[config.mk]
export PLATFORM = sky130hd
export DESIGN_NAME = sramx_arbiter
export DESIGN_NICKNAME = d
export VERILOG_FILES = /design/src/rtl/sramx_arb_pkg.sv /design/src/rtl/sramx_arb_pick.sv /design/src/rtl/sramx_arbiter.sv
export SDC_FILE = /design/constraint.sdc
export NUM_CORES = 1
export LEC_CHECK = 0
export CAP_MARGIN = 40
export CORE_AREA = 2 2 119 121
export CTS_CLUSTER_SIZE = 24
export DETAILED_ROUTE_END_ITERATION = 10
export DIE_AREA = 0 0 121 123
export PLACE_DENSITY_LB_ADDON = 0.1
export SLEW_MARGIN = 0
export SYNTH_ARGS = -nofsm -noshare
export SYNTH_HDL_FRONTEND = slang
export SYNTH_HIERARCHICAL = 1
export SYNTH_SLANG_ARGS = --single-unit
[constraint.sdc]
create_clock -name clk -period 4.1 [get_ports clk]
set_clock_uncertainty 0.1 [all_clocks]
set_input_delay 1.23 -clock clk [delete_from_list [all_inputs] [get_ports clk]]
set_output_delay 1.23 -clock clk [all_outputs]
set_load 0.02 [all_outputs]
[src/rtl/sramx_arb_pkg.sv]
// Shared types for the sramx two-to-one arbiter: request/response bundles,
// the arbiter FSM state encoding and the owner encoding.
package sramx_arb_pkg;

  // Request from a requester (or merged request to the downstream slave).
  typedef struct packed {
    logic        req;
    logic        wr;
    logic [1:0]  size;
    logic [31:0] addr;
    logic [31:0] wdata;
  } sramx_req_t;

  // Response from the downstream slave (or routed back to a requester).
  typedef struct packed {
    logic        addr_ok;
    logic        data_ok;
    logic [31:0] rdata;
  } sramx_resp_t;

  // IDLE: nothing pending; ADDR: owner locked, waiting addr_ok;
  // DATA: address accepted, waiting data_ok.
  typedef enum logic [1:0] {
    IDLE = 2'd0,
    ADDR = 2'd1,
    DATA = 2'd2
  } sramx_arb_state_t;

  // Which requester owns (or is selected for) the shared port.
  typedef enum logic [1:0] {
    NONE = 2'd0,
    I    = 2'd1,
    D    = 2'd2
  } sramx_arb_owner_t;

  // Returns the opposite requester; used to advance the round-robin pointer.
  function automatic sramx_arb_owner_t sramx_arb_other(input sramx_arb_owner_t o);
    return (o == D) ? I : D;
  endfunction

endpackage

[src/rtl/sramx_arb_pick.sv]
// Grant selection between the instruction-side and data-side requests.
// Build option SRAMX_ARB_RR_EN: when defined, simultaneous requests are
// resolved by the round-robin pointer; otherwise D always beats I.
module sramx_arb_pick
  import sramx_arb_pkg::*;
(
  input  logic             i_req,
  input  logic             d_req,
  input  sramx_arb_owner_t rr_ptr,
  output sramx_arb_owner_t grant
);

`ifndef SRAMX_ARB_RR_EN
  // The pointer has no meaning under fixed priority; tie it off quietly.
  logic unused_rr_ptr;
  assign unused_rr_ptr = ^rr_ptr;
`endif

  // Choose the winner among the active requests; a lone request always wins.
  always_comb begin
    grant = NONE;
    if (i_req && d_req) begin
`ifdef SRAMX_ARB_RR_EN
      grant = rr_ptr;
`else
      grant = D;
`endif
    end else if (d_req) begin
      grant = D;
    end else if (i_req) begin
      grant = I;
    end
  end

endmodule

[src/rtl/sramx_arbiter.sv]
// Two-to-one sramx arbiter: shares one downstream sramx port between the
// instruction-side and data-side requesters, one transaction at a time.
// Request and response paths are combinational; the FSM only tracks which
// requester owns the port and whether its address has been accepted.
// Build option SRAMX_ARB_RR_EN selects round-robin instead of D-over-I.
module sramx_arbiter
  import sramx_arb_pkg::*;
(
  input  logic        clk,
  input  logic        resetn,
  input  sramx_req_t  isreq,
  output sramx_resp_t isresp,
  input  sramx_req_t  dsreq,
  output sramx_resp_t dsresp,
  output sramx_req_t  msreq,
  input  sramx_resp_t msresp
);

  sramx_arb_state_t state_reg;
  sramx_arb_owner_t owner_reg;
  sramx_arb_owner_t rr_ptr;
  sramx_arb_owner_t grant;
  sramx_arb_owner_t sel;

`ifdef SRAMX_ARB_RR_EN
  sramx_arb_owner_t rr_ptr_reg;
  assign rr_ptr = rr_ptr_reg;

  // Pointer flips on every grant decision made in IDLE.
  always_ff @(posedge clk) begin
    if (!resetn) begin
      rr_ptr_reg <= I;
    end else if (state_reg == IDLE && grant != NONE) begin
      rr_ptr_reg <= sramx_arb_other(rr_ptr_reg);
    end
  end
`else
  assign rr_ptr = I;
`endif

  sramx_arb_pick u_pick (
    .i_req  (isreq.req),
    .d_req  (dsreq.req),
    .rr_ptr (rr_ptr),
    .grant  (grant)
  );

  // Port selected this cycle: the live winner in IDLE, else the locked owner.
  always_comb begin
    sel = NONE;
    if (resetn) begin
      case (state_reg)
        IDLE:    sel = grant;
        ADDR,
        DATA:    sel = owner_reg;
        default: sel = NONE;
      endcase
    end
  end

  // Forward the selected request; nothing is requested while waiting data.
  always_comb begin
    msreq = '0;
    if (state_reg != DATA) begin
      case (sel)
        I:       msreq = isreq;
        D:       msreq = dsreq;
        default: msreq = '0;
      endcase
    end
  end

  // Handshakes go to the selected port only; read data is broadcast.
  always_comb begin
    isresp       = '0;
    dsresp       = '0;
    isresp.rdata = msresp.rdata;
    dsresp.rdata = msresp.rdata;
    if (sel == I) begin
      isresp.addr_ok = msresp.addr_ok;
      isresp.data_ok = msresp.data_ok;
    end else if (sel == D) begin
      dsresp.addr_ok = msresp.addr_ok;
      dsresp.data_ok = msresp.data_ok;
    end
  end

  // Transaction FSM; owner is locked when leaving IDLE and cleared on return.
  always_ff @(posedge clk) begin
    if (!resetn) begin
      state_reg <= IDLE;
      owner_reg <= NONE;
    end else begin
      case (state_reg)
        IDLE: begin
          if (grant != NONE) begin
            if (msresp.addr_ok && msresp.data_ok) begin
              state_reg <= IDLE;
              owner_reg <= NONE;
            end else if (msresp.addr_ok) begin
              state_reg <= DATA;
              owner_reg <= grant;
            end else begin
              state_reg <= ADDR;
              owner_reg <= grant;
            end
          end
        end
        ADDR: begin
          if (msresp.addr_ok) begin
            if (msresp.data_ok) begin
              state_reg <= IDLE;
              owner_reg <= NONE;
            end else begin
              state_reg <= DATA;
            end
          end
        end
        DATA: begin
          if (msresp.data_ok) begin
            state_reg <= IDLE;
            owner_reg <= NONE;
          end
        end
        default: begin
          state_reg <= IDLE;
          owner_reg <= NONE;
        end
      endcase
    end
  end

endmodule
**Word-level counts from Yosys, hierarchy flattened**

Index checks and enable logic that the tools add are counted.

- Flip-flop bits (word level): 4
- Input port bits: 172
- Output and inout bits: 136
- Logic and storage cells: 39

- Equality and inequality tests: 8
- Muxes and demuxes: 22
- Reductions and logical operators: 7

Operators with widths:

| cell | number |
|---|---|
| case mux 68 bit (2 select lines) | 1 |
| 2-to-1 mux 68 bit | 1 |
| 2-to-1 mux 2 bit | 16 |
| case mux 2 bit (3 select lines) | 2 |
| != test 2 bit, second input constant | 4 |
| equality test 2 x 1 -> 1 bit, second input constant | 2 |
| equality test 2 bit, second input constant | 2 |
| case mux 2 bit (2 select lines) | 1 |
| AND reduction 3 bit | 1 |
| logical AND 1 bit | 2 |
| logical NOT 2 bit | 1 |
| AND reduction 2 bit | 1 |
| nonzero test 2 bit | 1 |
| OR reduction 2 bit | 1 |
| 2-to-1 mux 1 bit | 1 |

**Depth between registers and ports, before layout**

Gate-level depths: netlist of the first run.

- Depth in word-level cells: 8
- Gate-level depth with buffers: 10
- Mapped depth without buffers: 8

**By module**

Netlist of the first run, hierarchy kept.

By module, submodules not included:

| module | times used | cells an instance | area each (um^2) | sequential area each (um^2) |
|---|---|---|---|---|
| sramx_arbiter | 1 | 271 | 1734.2 | 80.1 |
| sramx_arb_pick | 1 | 2 | 10.0 | 0.0 |

**Least setup slack after synthesis of the first run**

Ideal clock, no wire load.

- Path type: input port to output port
- From: in isreq[67] (netlist name)
- To: out msreq[47] (netlist name)
- Arrival time: 2.901 ns
- Required time: 2.770 ns
- Setup slack: -0.131 ns
- Cell stages on the path: 9
- Path buffers: 3
- Cells stage by stage: nor2b_1 a22o_1 and2_1 ha_1 or2_1 clkbuf_1 buf_2 buf_2 nor2_1

RTL lines:

| element | RTL line | RTL |
|---|---|---|
| start, declared | sramx_arbiter.sv:11 | `input sramx_req_t isreq,` |
| end, declared | sramx_arbiter.sv:15 | `output sramx_req_t msreq,` |

==> impl_metrics.json, run 1 <==
{
  "drv_cap": 0,
  "synthToLayoutAreaGrowth_pct": 169.8,
  "pwr-share-comb": 0.781,
  "h-tree-depth": 1,
  "holdCritStartpoint": "owner_reg[0]",
  "reg2reg_to": "owner_reg[0]",
  "initialDrtViolationCount": 41,
  "cts_buffer_depth": 2,
  "dieWidth_um": 121,
  "p_sw_frac": 0.4076,
  "rsz0062_at_grt": "true",
  "power.switching_uw": 373.5,
  "report.final.slew_viol_count": 0,
  "cts-hold-fix-buffers": 0,
  "numClockSinks": 4,
  "antenna_found_initial": 0,
  "hold_path_class": "reg2reg",
  "cp_slowest_cell": "or2_4",
  "final_net_count": 604,
  "ir_worst_vdd_v": 0.0001016,
  "place_hpwl_um": 7354,
  "ant_nets": 0,
  "synthesis.nets": 449,
  "placed_area_um2": 3889,
  "fin_area_um2": 4686,
  "dr.pass1.iters": 4,
  "finalHoldViolCount": 0,
  "slew-limit-headroom": 0.7325,
  "ff2ff_setup_slack_ns": 2.32,
  "critPathMaxStageDelay_ns": 0.26,
  "drc_errors": 0,
  "viasPerCell": 4.199,
  "start_util": 0.1276,
  "path_clk_slew_ns": 0.03,
  "yosysWarnings": 6,
  "worstPathArrival_ns": 2.78,
  "grt_start_max_net_pins": 31,
  "worst_pin_slew_ns": 0.3982,
  "cp-end-kind": "output pin",
  "syn_inst": 271,
  "finalSetupTns_ns": -0.04985,
  "fp.dieH_um": 123,
  "core.rowCount": 43,
  "layout-drive-gt1-share": 0.4788,
  "leakage_nw": 1.639,
  "path_cells": "buf_6 > nor2b_4 > a22o_1 > and2_4 > ha_4 > or2_4 > buf_12 > clkbuf_16 > nor2_4 > buf_6",
  "hold_slack_ns": 0.3723,
  "power_uw": 916.4,
  "port_buffers": 211,
  "synth.avg_cell_area_um2": 6.408,
  "powerDensity_nw_per_um2": 195.6,
  "core_um2": 13610,
  "layout_min_cycle_time_ns": 4.112,
  "pwr-share-seq": 0.051,
  "clkPwrFrac": 0.168,
  "wire_per_inst_um": 16.54,
  "cp.required_ns": 2.77,
  "vias": 2536,
  "finalCritPeriodShare": 1.003,
  "nFillCells": 1431,
  "grtUsageTotal": 0.1202,
  "reg2reg_from": "state_reg[1]",
  "clockRootBuffer": "clkbuf_16",
  "cpMostUsedCell": "buf_6",
  "netlist_area_um2": 1737,
  "p_int_uw": 542.9,
  "run_status": "complete, but fails checks",
  "grt_overflow": 0,
  "cts_tree": "done",
  "setup_viol": 9,
  "fin_ws_ns": -0.01222,
  "holdPathEnd": "owner_reg[0]",
  "clock_latency_ns": 0.23,
  "tritoncts.num_buffers": 3,
  "place.gp.congestion": 0.6835,
  "grt_pass1_wl_um": 14080,
  "clock.fmax_ghz": 0.2432,
  "holdPathStages": 2,
  "grt_pass1_vias": 2621,
  "violations": "setup timing",
  "dieArea_um2": 14880,
  "antenna_cells": 0,
  "routed_wl_um": 9989,
  "critPathKind": "in2out",
  "reg2regPathDepth": 6,
  "ioPinCount": 308,
  "cp_max_fo": 5,
  "critPathLaunchType": "input port"
}
[how the worst max path moves through the flow]
stage,from,end,slack [ns],cells after the start
after global placement,isreq[67],msreq[19],-0.90,9
after floorplan,isreq[67],msreq[47],-0.04,9
after detailed placement,isreq[67],msreq[45],-0.91,9
final,isreq[67],msreq[44],-0.01,10
after global routing,isreq[67],msreq[12],-0.09,10
after CTS,isreq[67],msreq[50],-0.08,11
[routing by layer]
metal  global-route usage  up-vias  wire, µm
li1                     -     1195         -
met1               0.1202     1172      3216
met2               0.2458      161      5672
met3              0.03552        8      1026
met4              0.01890        0        74
met5                    0        -         0
[cells in the final DEF (no fill, tap or decap), types with 3 or more instances in the layout]
master and n:
buf_16 6, nor2_4 60, ha_1 4, buf_12 7, nand2_1 5, dfxtp_1 4
a22oi_2 27, buf_6 58, nor2_1 5, nor2b_1 3, buf_2 13, inv_1 4
nor2_2 3, buf_4 12, clkdlybuf4s50_1 136, clkbuf_16 4, a22oi_1 41, mux2i_1 3
[repair_timing]
item	4_1_cts	5_1_grt
gates cloned	6	1
buffers inserted	6	2
gates resized for setup	425	101
pin swaps	6	44
setup endpoints to repair	72	69
[critical path: cells and delay by family]
family	cells	cell delay, ns
AO/OA/AOI/OAI	1	0.17
buffers and inverters	4	0.52
adder cells (fa/ha/maj)	1	0.22
AND/OR/NAND/NOR	4	0.61
[layout make-up]
cell class,count,area (µm²),share of cell area
repair buffers,240,2591,0.5530
multi-input cells,173,1699,0.3626
flip-flops and latches,4,80.08,0.01709
inverters,4,15.01,0.003204
well taps,180,225.2,0.04806
clock buffers,3,75.07,0.01602
[power groups by stage]
stage               sequential (mW)  combinational, mW  clock [mW]
floorplan                    0.0463              0.326           0
global placement             0.0474              0.520           0
detailed placement           0.0472              0.519           0
CTS                          0.0468              0.638       0.155
global route                 0.0475              0.761       0.161
finish                       0.0469              0.716       0.154
[stage by stage]
stage	util	setup slack (ns)	cells
4_1_cts	0.3127	-0.08316	602
3_5_place_dp	0.2857	-0.9075	588
3_3_place_gp	0.2857	-0.9030	588
5_1_grt	0.3442	-0.08568	604
2_1_floorplan	-	-0.03544	271
6_report	0.3442	-0.01222	604
Power figures use the tool's default switching activity.
==> run 2, diff against run 1 <==
--- a/config.mk
+++ b/config.mk
@@ -7,7 +7,7 @@
 export LEC_CHECK = 0
 export CAP_MARGIN = 40
 export CORE_AREA = 2 2 119 121
-export CTS_CLUSTER_SIZE = 24
+export CTS_CLUSTER_SIZE = 28
 export DETAILED_ROUTE_END_ITERATION = 10
 export DIE_AREA = 0 0 121 123
 export PLACE_DENSITY_LB_ADDON = 0.1
==> results of run 2 <==
No change in the layout: final DEF, timing and power equal those of run 1.
